File: src/rtl/sc_stream_encoder.sv
// Unipolar stochastic-computing encoder: turns a probability numerator (0..64)
// into a 64-bit bitstream whose popcount equals the clamped value exactly.
module sc_stream_encoder #(
  parameter logic [5:0] SEED = 6'h01
) (
  input  logic        clk,
  input  logic        rst_n,
  input  logic        in_valid,
  input  logic [6:0]  in_value,
  output logic        in_ready,
  output logic        out_valid,
  output logic [63:0] out_stream,
  input  logic        out_ready
);

  // An all-zero LFSR would lock up, so a zero seed falls back to 1.
  localparam logic [5:0] SEED_EFF = (SEED == 6'h00) ? 6'h01 : SEED;

  typedef enum logic [1:0] {
    IDLE = 2'd0,
    GEN  = 2'd1,
    HOLD = 2'd2
  } state_t;

  state_t      state_q, state_d;
  logic [5:0]  count_q, count_d;
  logic [5:0]  lfsr_q, lfsr_d;
  logic [6:0]  value_q, value_d;
  logic [63:0] stream_q, stream_d;
  logic [5:0]  rnd;
  logic        bit_w;

  function automatic logic [6:0] clamp_value(input logic [6:0] v);
    return (v > 7'd64) ? 7'd64 : v;
  endfunction

  // x^6 + x^5 + 1, maximal length (63 non-zero states).
  function automatic logic [5:0] lfsr_next(input logic [5:0] l);
    return {l[4:0], l[5] ^ l[4]};
  endfunction

  // Slot 0 compares against 0 and slots 1..63 walk every non-zero LFSR state
  // once, so the comparison thresholds cover 0..63 exactly one time each.
  always_comb begin
    rnd   = (count_q == 6'd0) ? 6'd0 : lfsr_q;
    bit_w = ({1'b0, rnd} < value_q);
  end

  always_comb begin
    state_d  = state_q;
    count_d  = count_q;
    lfsr_d   = lfsr_q;
    value_d  = value_q;
    stream_d = stream_q;
    case (state_q)
      IDLE: begin
        if (in_valid) begin
          value_d  = clamp_value(in_value);
          count_d  = 6'd0;
          lfsr_d   = SEED_EFF;
          stream_d = 64'h0;
          state_d  = GEN;
        end
      end
      GEN: begin
        stream_d[count_q] = bit_w;
        count_d = count_q + 6'd1;
        if (count_q != 6'd0) begin
          lfsr_d = lfsr_next(lfsr_q);
        end
        if (count_q == 6'd63) begin
          state_d = HOLD;
        end
      end
      HOLD: begin
        if (out_ready) begin
          state_d = IDLE;
        end
      end
      default: begin
        state_d = IDLE;
      end
    endcase
  end

  always_ff @(posedge clk) begin
    if (!rst_n) begin
      state_q  <= IDLE;
      count_q  <= 6'd0;
      lfsr_q   <= SEED_EFF;
      value_q  <= 7'd0;
      stream_q <= 64'h0;
    end else begin
      state_q  <= state_d;
      count_q  <= count_d;
      lfsr_q   <= lfsr_d;
      value_q  <= value_d;
      stream_q <= stream_d;
    end
  end

  assign in_ready   = (state_q == IDLE);
  assign out_valid  = (state_q == HOLD);
  assign out_stream = stream_q;

endmodule

File: config.mk
export PLATFORM = sky130hd
export DESIGN_NAME = sc_stream_encoder
export DESIGN_NICKNAME = d
export VERILOG_FILES = /design/src/rtl/sc_stream_encoder.sv
export SDC_FILE = /design/constraint.sdc
export NUM_CORES = 1
export LEC_CHECK = 0
export BUFFER_PORTS_ARGS = -buffer_cell sky130_fd_sc_hd__buf_2
export CAP_MARGIN = 20
export CORE_MARGIN = 2
export CORE_UTILIZATION = 45
export CTS_BUF_LIST = sky130_fd_sc_hd__clkbuf_16
export DETAILED_ROUTE_END_ITERATION = 10
export MAX_ROUTING_LAYER = met4
export PLACE_DENSITY_LB_ADDON = 0.1
export SLEW_MARGIN = 20
export SYNTH_ARGS = -nofsm -noshare
export SYNTH_HDL_FRONTEND = slang
export SYNTH_SLANG_ARGS = --single-unit
File: constraint.sdc
create_clock -name clk -period 3.22 [get_ports clk]
set_clock_uncertainty 0.2 [all_clocks]
set_input_delay 0.322 -clock clk [delete_from_list [all_inputs] [get_ports clk]]
set_output_delay 0.322 -clock clk [all_outputs]
set_load 0.1 [all_outputs]
Word level (Yosys, flattened, before mapping)
Cells that the tools add are included.
{"block": "op_classes", "bitwise_logic": 1, "mux": 16, "add_sub_neg": 1, "magnitude_cmp": 4, "n_eq_ne": 7, "n_reduce_logical": 9}
{"op": "one-hot mux 64 bit (2 select lines)", "count": 1}
{"op": "bitwise mux 64 bit", "count": 1}
{"op": "2-to-1 mux 64 bit", "count": 1}
{"op": "2-to-1 mux 6 bit", "count": 4}
{"op": "one-hot mux 6 bit (2 select lines)", "count": 2}
{"op": "> comparator 7 bit (second input constant)", "count": 1}
{"op": "< comparator 6 x 7 -> 1 bit", "count": 1}
{"op": "< comparator 6 x 7 -> 1 bit (second input constant)", "count": 1}
{"op": "2-to-1 mux 7 bit", "count": 1}
{"op": "adder 6 x 1 -> 6 bit (second input constant)", "count": 1}
{"op": "demux 1 bit (select 6 bit)", "count": 1}
{"op": "equality test 6 bit (second input constant)", "count": 1}
{"op": "greater-or-equal comparator 6 x 1 -> 1 bit (second input constant)", "count": 1}
{"op": "zero test 6 bit", "count": 1}
{"op": "2-to-1 mux 2 bit", "count": 3}
{"op": "inequality test 2 bit (second input constant)", "count": 3}
{"op": "one-hot mux 2 bit (3 select lines)", "count": 1}
{"op": "AND reduction 3 bit", "count": 2}
{"op": "nonzero test 6 bit", "count": 1}
{"op": "AND reduction 2 bit", "count": 2}
{"op": "equality test 2 x 1 -> 1 bit (second input constant)", "count": 1}
{"op": "equality test 2 bit (second input constant)", "count": 1}
{"op": "zero test 2 bit", "count": 1}
{"op": "inequality test 2 x 1 -> 1 bit (second input constant)", "count": 1}
{"op": "4 further kinds", "count": 4}
{"block": "word_totals", "regBits": 85, "out_inout_bits": 66, "wordCells": 43}

Logic depth before layout (Yosys ltp)
Gate-level depths: netlist of run 1.
{"block": "logic_depth", "word_depth": 6, "mapped_depth": 10}

Least setup slack after synthesis of run 1
OpenSTA, ideal clock, no wires.
{"block": "synth_path", "path_kind": "reg2reg", "startpoint": "reg count_q[0]", "endpoint": "reg stream_q[57], in the netlist out_stream[57]", "stages_incl_launch_ff": 11, "synth_period_minus_slack_ps": 2739, "path_slack_ps": 481, "t_arrival_ps": 2463, "t_required_ps": 2945, "path_buffers": 1, "path_cell_list": "dfxtp_1 inv_1 ha_1 and2_1 nor2b_1 ha_1 a211o_1 a211o_1 buf_6 or3_1 o22ai_1"}
{"block": "synth_via", "elab_chain_cells": 6, "word_cells_on_any_way": 10, "cone_classes": "order compare (3); mux (5); reduce/logical (2)"}
{"item": "start: declaration", "line": "26", "rtl": "logic [5:0] count_q, count_d;"}
{"item": "start signal: assignment", "line": "95", "rtl": "count_q <= count_d;"}
{"item": "< comparator 6 x 7 -> 1 bit (implied by the code) or greater-or-equal comparator 6 x 1 -> 1 bit (tied branches)", "line": "66", "rtl": "stream_d[count_q] = bit_w;"}
{"item": "logical AND 1 bit (implied by the code)", "line": "66"}
{"item": "2-to-1 mux 1 bit (implied by the code)", "line": "66"}
{"item": "demux 1 bit (select 6 bit)", "line": "66"}
{"item": "bitwise mux 64 bit *", "line": "66"}
{"item": "one-hot mux 64 bit (2 select lines) *", "line": "55", "rtl": "case (state_q)"}
{"item": "end signal: assignment", "line": "98", "rtl": "stream_q <= stream_d;"}
{"item": "end: declaration", "line": "29", "rtl": "logic [63:0] stream_q, stream_d;"}
Mark *: on every way between the ends. The rest lies on a longest branch, timed or not.
A chain may end at the register's enable or synchronous reset.

Worst setup path in the final report of run 1
{"block": "layout_path", "startpoint": "reg count_q[1]", "endpoint": "reg stream_q[20], in the netlist out_stream[20]"}
The elaborated chain is that of the path after synthesis.

==> results_dict.tcl, run 1 <==
set metrics [dict create \
    vias 3338 \
    post-place-ws_ns 0.0772 \
    cts_tree "yes" \
    place_congestion 0.857 \
    rows 33 \
    tightest_slew_ns 0.788 \
    slew_viol_final 0 \
    drc 0 \
    maxCapViolCount 0 \
    netlist_instances 397 \
    fin_nets 464 \
    syn2layout_area_growth_pct 17.6 \
    grt_pass1_wl_um 15400 \
    tns_ns 0 \
    die_y_um 95.9 \
    synth_fa_ha_area_share_pct 2.30 \
    die_w_um 95.9 \
    place_area_mm2 0.00415 \
    ir_drop_mv 0.239 \
    end_kind "flip-flop" \
    path_clk_slew_ns 0.06 \
    design_area_mm2 0.00447 \
    initial_utilization_pct 46.3 \
    hpwl_um 6380 \
    synth_compound_area_share_pct 30.3 \
    ys_warn_count 0 \
    grt-ovfl-total 0 \
    htreeDepth 3 \
    wl_per_cell_um 17.6 \
    antenna_found_initial 0 \
    cp_max_fo 37 \
    synth_top_family_by_area "compound AO/OA/AOI/OAI gates" \
    setup_viol 0 \
    timing.final.crit_share_pct 93.6 \
    cp-start-kind "flip-flop" \
    diodes 0 \
    synth_seq_cells 85 \
    crit_arrival_ns 3.03 \
    dieArea_mm2 0.00920 \
    synth-simple-area-share_pct 14.0 \
    relSlewSlack_pct 47.0 \
    coreArea_mm2 0.00822 \
    ys.flop_type "dfxtp_1" \
    yosysSeqAreaShare_pct 44.7 \
    clock-sinks 85 \
    setup_slack_ns 0.206 \
    hold_path.class "input pin to flip-flop" \
    syn_area_per_cell_um2 9.58 \
    cts_buffers 9 \
    drtIter0Drc 216 \
    grt_max_degree 50 \
    netlist_area_mm2 0.00380 \
    firstDrtPassIters 4 \
    portBuffers 76 \
    fmax_mhz 332 \
    rsz0062_at_grt "no" \
    clock_path_buffers 2 \
    synth_xor_area_share_pct 0.691 \
    track_usage_pct 22.4 \
    clkLatencyLatePin_ns 0.33 \
    p_per_area_mw_per_mm2 511 \
    ys_types 44 \
    finalWirelength_um 9760 \
    cp_data_required_time_ns 3.24 \
    fill_cells 759 \
    yosys-mux-area-fraction_pct 0.296 \
    vias_per_cell 6.01 \
    ctsRootBufferMaster "clkbuf_16" \
    cts_setup_buffers 0 \
    ios 77 \
    grt_pass1_vias 2890 \
    drive_above_1_share_pct 24.4 \
    criticalPathCategory "flip-flop to flip-flop" \
    synth-edff-count 0 \
    status "completed" \
    synth_nets 415 \
    async_reset_ff_share_pct 0 \
    p_leak_nw 1.74 \
    fin_crit_ns 3.01 \
    drtAntennaViolNets 0 \
    hold_viol 0 \
]
==> routing by layer <==
metal | vias up | GRT usage, % | wire (um) | part of all wire (%)
li1 | 1658 | - | - | -
met1 | 1572 | 30.6 | 4780 | 49
met2 | 95 | 33.1 | 4290 | 44
met3 | 13 | 4.31 | 533 | 5.5
met4 | 0 | 8.21 | 157 | 1.6
met5 | - | - | 0 | 0
==> kinds of logic after synthesis <==
logic type,count (synthesis)
buffers and inverters,54
AND/OR/NAND/NOR,97
flip-flops,85
AO/OA/AOI/OAI,150
XOR/XNOR,3
adder cells (fa/ha/maj),7
multiplexers,1
==> synthesized netlist by cell type (9+ instances only) <==
master | number | area, um^2
nor2b_1 | 9 | 56.3
o41ai_1 | 45 | 394
nand3_1 | 12 | 60.1
or3_1 | 18 | 113
buf_6 | 9 | 101
nor2_1 | 13 | 48.8
nand2_1 | 19 | 71.3
dfxtp_1 | 85 | 1700
o21ai_0 | 10 | 50.1
clkbuf_1 | 27 | 101
o211ai_1 | 58 | 435
nand4_1 | 9 | 56.3
==> cell usage in the layout, fill, tap and decap left out, types with 9 or more instances in the layout <==
master	instances
buf_2	76
nand2_1	19
or3_1	18
dfxtp_1	84
o41ai_1	44
o211ai_1	58
nor2_1	12
nor2b_1	9
o21ai_0	10
nand3_1	12
nand4_1	9
clkbuf_16	9
==> critical path: stages (launching register included) <==
cell and delay [ns]:
dfxtp_1 0.48, inv_2 0.08, ha_1 0.22, and2_1 0.20, nor2b_1 0.13, ha_1 0.25, a211o_1 0.29, a211o_4 0.46
buf_12 0.22, o41ai_1 0.36
==> metrics by stage <==
step	cells	total power [mW]	utilization, %	hold WS (ns)
floorplan	397	1.27	-	0.239
global placement	538	1.31	50.4	0.256
detailed placement	538	1.31	50.4	0.264
CTS	553	2.29	53.9	0.000217
global route	555	2.36	54.4	0.00366
finish	555	2.28	54.4	0.00231
==> cell type report <==
cell class                 count  area, um^2  share of cell area (%)
clock buffer                   9         225                    5.04
clock inverter                 6        56.3                    1.26
inverter                       8        30.0                   0.672
multi-input combinational    258        1840                    41.2
sequential                    85        1700                    38.1
tap                          105         131                    2.94
timing repair buffer          84         483                    10.8
==> state kept, by name, summed over array words and instances, names as in the netlist <==
| register | flops |
|---|---|
| out_stream | 64 |
| value_q | 7 |
| count_q | 6 |
| lfsr_q | 6 |
| state_q | 2 |
==> repair_timing <==
| item | in CTS | in global routing |
|---|---|---|
| resized for setup | 0 | 4 |
| hold endpoints to repair | 0 | 2 |
| hold buffers | 0 | 2 |
| setup endpoints to repair | 0 | 37 |
==> worst paths after layout <==
path / start / endpoint / slack [ns] / cells after the start
setup / recovery: count_q[1]$_SDFFE_PN0P_ / out_stream[20]$_SDFFE_PN0P_ / 0.21 / 9
hold reg to reg: out_stream[58]$_SDFFE_PN0P_ / out_stream[58]$_SDFFE_PN0P_ / 0.27 / 2
hold / removal: in_value[3] / value_q[3]$_SDFFE_PN0P_ / 0.002 / 2
setup reg to reg: count_q[1]$_SDFFE_PN0P_ / out_stream[20]$_SDFFE_PN0P_ / 0.21 / 9
==> where the power goes <==
part           internal, mW  switching [mW]  total [mW]
logic                0.0543           0.163       0.218
clock network         0.589           0.407       0.997
registers              1.06         0.00859        1.07
total                  1.70           0.579        2.28
Power figures use the tool's default switching activity.
==> inputs of run 2 (changes only) <==
- CORE_UTILIZATION: 45 -> 50
==> run 2 against run 1 <==
Sequential share of layout area decreased by 0.057 points. Global-route usage increased by 0.74 points. Largest power group unchanged. Via count decreased by 0.24%.
==> results_dict.tcl, run 2 (synthesis gave the netlist of run 1 again) <==
set metrics [dict create \
    status "completed" \
    timing.final.crit_share_pct 94.0 \
    maxCapViolCount 0 \
    rsz0062_at_grt "no" \
    rows 31 \
    track_usage_pct 23.2 \
    cp-start-kind "flip-flop" \
    slew_viol_final 0 \
    end_kind "flip-flop" \
    syn2layout_area_growth_pct 17.8 \
    power.total_mw 2.30 \
    netSwitchingFraction_pct 25.9 \
    tns_ns 0 \
    clkPwrFrac_pct 44.7 \
    seqPwrFrac_pct 46.4 \
    drc 0 \
    setup_slack_ns 0.193 \
    fin_crit_ns 3.03 \
    ir_drop_mv 0.280 \
    p_int_mw 1.71 \
    vias_per_cell 6.03 \
    drtAntennaViolNets 0 \
    final_cell_mix "83 x dfxtp_1, 76 x buf_2, 58 x o211ai_1" \
    cp_max_fo 29 \
    tightest_slew_ns 0.782 \
    hpwl_um 5980 \
    ctsRootBufferMaster "clkbuf_16" \
    grt_pass1_vias 2893 \
    p_per_area_mw_per_mm2 514 \
    portBuffers 76 \
    vias 3330 \
    drtIter0Drc 210 \
    clkLatencyLatePin_ns 0.33 \
    grt-ovfl-total 0 \
    largest_register_ffs 64 \
    setup_viol 0 \
    die_w_um 91.2 \
    ios 77 \
    crit_arrival_ns 3.04 \
    p_leak_nw 1.73 \
    cts_setup_buffers 0 \
    finalWirelength_um 9510 \
    hold_path.class "input pin to flip-flop" \
    post-place-ws_ns 0.00729 \
    cts_buffers 9 \
    cp_data_required_time_ns 3.23 \
    coreArea_mm2 0.00729 \
    htreeDepth 3 \
    initial_utilization_pct 52.2 \
    die_y_um 91.2 \
    dieArea_mm2 0.00832 \
    diodes 0 \
    criticalPathCategory "flip-flop to flip-flop" \
    drive_above_1_share_pct 24.9 \
    wl_per_cell_um 17.2 \
    hold_viol 0 \
    power_switching_mw 0.596 \
    relSlewSlack_pct 47.6 \
    place_congestion 0.801 \
    cts_tree "yes" \
    firstDrtPassIters 5 \
    grt_pass1_wl_um 15100 \
    fin_nets 466 \
    power_frac_comb_pct 8.9 \
    final_common_cell "dfxtp_1" \
    clock_path_buffers 2 \
    grt_max_degree 72 \
    antenna_found_initial 0 \
    fmax_mhz 330 \
    path_clk_slew_ns 0.06 \
    clock-sinks 85 \
]
-- run 2: path summary, 6_finish.rpt --
check,startpoint,end,slack (ns),depth (start not counted)
worst max-delay path,count_q[5]$_SDFFE_PN0P_,out_stream[2]$_SDFFE_PN0P_,0.19,8
worst min-delay path,in_value[4],value_q[4]$_SDFFE_PN0P_,0.002,2
worst max register to register,count_q[5]$_SDFFE_PN0P_,out_stream[2]$_SDFFE_PN0P_,0.19,8
worst min register to register,out_stream[57]$_SDFFE_PN0P_,out_stream[57]$_SDFFE_PN0P_,0.27,2
-- run 2: per-stage QoR --
| stage | instance area, um^2 | hold WS, ns | utilization, % | cells |
|---|---|---|---|---|
| floorplan | 3800 | 0.239 | - | 397 |
| finish | 4480 | 0.00192 | 61.5 | 552 |
| CTS | 4460 | 0.00218 | 61.2 | 552 |
| global route | 4480 | 0.00912 | 61.5 | 552 |
| detailed placement | 4130 | 0.262 | 56.7 | 533 |
| global placement | 4130 | 0.253 | 56.7 | 533 |
-- run 2: metal layers --
metal	track usage [%]	vias up	wire length [um]	share of wire, %
met1	33.1	1574	4720	50
met5	-	-	0	0
met4	7.83	0	122	1.3
li1	-	1663	-	-
met2	33.1	85	4200	44
met3	4.32	8	465	4.9
-- run 2: cell type report --
class                   count  area (um^2)
clock inverters             7         75.1
inverters                   8         30.0
repair buffers             86          488
multi-input cells         258         1840
clock buffers               9          225
flip-flops and latches     85         1700
fillers                   661         2810
well taps                  99          124
-- run 2: power by group through the flow --
stage / Combinational (mW) / Sequential (mW) / Clock, mW
floorplan: 0.168 / 1.10 / 0
global placement: 0.200 / 1.09 / 0
detailed placement: 0.198 / 1.09 / 0
CTS: 0.202 / 1.07 / 1.04
global route: 0.222 / 1.07 / 1.10
finish: 0.204 / 1.07 / 1.03
-- run 2: repair_timing --
item	4_1_cts	5_1_grt
endpoints found under the hold margin	3	0
hold buffers	3	0
endpoints found under the setup margin	0	41
resized for setup	0	4
-- run 2: critical path, stage by stage, from the launching register on --
cell and delay, ns:
dfxtp_1 0.39, nor4_4 0.34, and2_1 0.25, nor2b_1 0.07, ha_1 0.29, a211o_1 0.30, a211o_4 0.46, buf_4 0.23
o41ai_1 0.38
==> inputs of run 3 (changes only) <==
==> constraint.sdc (replaced) <==
create_clock -name clk -period 3.22 [get_ports clk]
set_clock_uncertainty 0.2 [all_clocks]
set_input_delay 0.805 -clock clk [delete_from_list [all_inputs] [get_ports clk]]
set_output_delay 0.805 -clock clk [all_outputs]
set_load 0.1 [all_outputs]
==> run 3 against run 2 <==
Sequential share of layout area fell by 0.081 points. Die area is the same. Sequential cell count stayed put. Critical endpoint is now out_stream[38]$_SDFFE_PN0P_. Combinational power about the same. Largest cell class unchanged.
==> results_dict.tcl, run 3 (synthesis gave the netlist of run 1 again) <==
set metrics [dict create \
    status "completed" \
    rows 31 \
    setup_viol 0 \
    hold_viol 0 \
    portBuffers 76 \
    syn2layout_area_growth_pct 18.0 \
    final_common_cell "dfxtp_1" \
    vias_per_cell 6.15 \
    die_y_um 91.2 \
    cts_setup_buffers 0 \
    cts_buffers 9 \
    grt_pass1_wl_um 15600 \
    tightest_slew_ns 0.814 \
    place_congestion 0.826 \
    track_usage_pct 24.1 \
    fin_util_pct 61.5 \
    largest_register_ffs 64 \
    tns_ns 0 \
    criticalPathCategory "flip-flop to flip-flop" \
    crit_arrival_ns 3.04 \
    dieArea_mm2 0.00832 \
    power_frac_comb_pct 8.7 \
    path_clk_slew_ns 0.06 \
    place_area_mm2 0.00415 \
    htreeDepth 3 \
    clock_path_buffers 2 \
    end_kind "flip-flop" \
    fin_nets 466 \
    post-place-ws_ns 0.0481 \
    relSlewSlack_pct 45.5 \
    seqPwrFrac_pct 45.1 \
    netSwitchingFraction_pct 25.0 \
    maxCapViolCount 0 \
    power.total_mw 2.37 \
    final_cell_mix "84 x dfxtp_1, 76 x buf_2, 58 x o211ai_1" \
    ios 77 \
    hold_path.class "flip-flop to flip-flop" \
    vias 3388 \
    clock-sinks 85 \
    ir_drop_mv 0.269 \
    finalWirelength_um 9840 \
    slew_viol_final 0 \
    cp_data_required_time_ns 3.24 \
    design_area_mm2 0.00449 \
    cp_max_fo 32 \
    drtIter0Drc 223 \
    p_int_mw 1.78 \
    p_leak_nw 1.74 \
    drtAntennaViolNets 0 \
    grt_pass1_vias 3039 \
    hpwl_um 5990 \
    setup_slack_ns 0.201 \
    clkPwrFrac_pct 46.2 \
    clkLatencyLatePin_ns 0.34 \
    antenna_found_initial 0 \
    rsz0062_at_grt "no" \
    timing.final.crit_share_pct 93.8 \
    drive_above_1_share_pct 25.0 \
    firstDrtPassIters 5 \
    die_w_um 91.2 \
    fmax_mhz 331 \
    coreArea_mm2 0.00729 \
    p_per_area_mw_per_mm2 528 \
    fin_crit_ns 3.02 \
    power_switching_mw 0.592 \
    grt_max_degree 72 \
    initial_utilization_pct 52.2 \
    cp-start-kind "flip-flop" \
    cts_tree "yes" \
    wl_per_cell_um 17.9 \
    cts_resized 0 \
    ctsRootBufferMaster "clkbuf_16" \
    diodes 0 \
    holdBufCountCts 0 \
    grt-ovfl-total 0 \
    drc 0 \
]
## run 3: worst paths after layout
kind | from | to | slack, ns | cells past startpoint
hold reg to reg | out_stream[58]$_SDFFE_PN0P_ | out_stream[58]$_SDFFE_PN0P_ | 0.26 | 2
setup / recovery | count_q[1]$_SDFFE_PN0P_ | out_stream[38]$_SDFFE_PN0P_ | 0.20 | 9
setup reg to reg | count_q[1]$_SDFFE_PN0P_ | out_stream[38]$_SDFFE_PN0P_ | 0.20 | 9
hold / removal | out_stream[58]$_SDFFE_PN0P_ | out_stream[58]$_SDFFE_PN0P_ | 0.26 | 2
## run 3: area by class of cell
type                    count  area [um^2]
fillers                   674         2800
clock inverters             6         87.6
clock buffers               9          225
well taps                  99          124
multi-input cells         259         1850
inverters                   8         30.0
flip-flops and latches     85         1700
repair buffers             85          473
## run 3: per-layer routing
layer | routed length, um | GRT usage [%] | vias up
met5 | 0 | - | -
met4 | 105 | 6.44 | 0
met3 | 553 | 4.90 | 9
met2 | 4510 | 34.8 | 100
met1 | 4670 | 34.5 | 1624
li1 | - | - | 1655
## run 3: critical path, stage by stage (launching register included)
cell and delay, ns:
dfxtp_1 0.46, inv_2 0.09, ha_1 0.22, and2_1 0.19
nor2b_1 0.14, ha_1 0.26, a211o_1 0.33, a211o_4 0.44
buf_12 0.19, o41ai_1 0.36
## run 3: power by group through the flow
stage          Clock, mW  Combinational [mW]  Sequential [mW]
2_1_floorplan          0               0.168             1.10
3_3_place_gp           0               0.199             1.09
3_5_place_dp           0               0.200             1.09
4_1_cts             1.11               0.201             1.07
5_1_grt             1.16               0.224             1.07
6_report            1.09               0.207             1.07
## run 3: through the flow
| step | std cells | hold WS (ns) |
|---|---|---|
| floorplan | 397 | 0.239 |
| global placement | 535 | 0.255 |
| detailed placement | 535 | 0.256 |
| CTS | 550 | 0.264 |
| global route | 551 | 0.298 |
| finish | 551 | 0.262 |
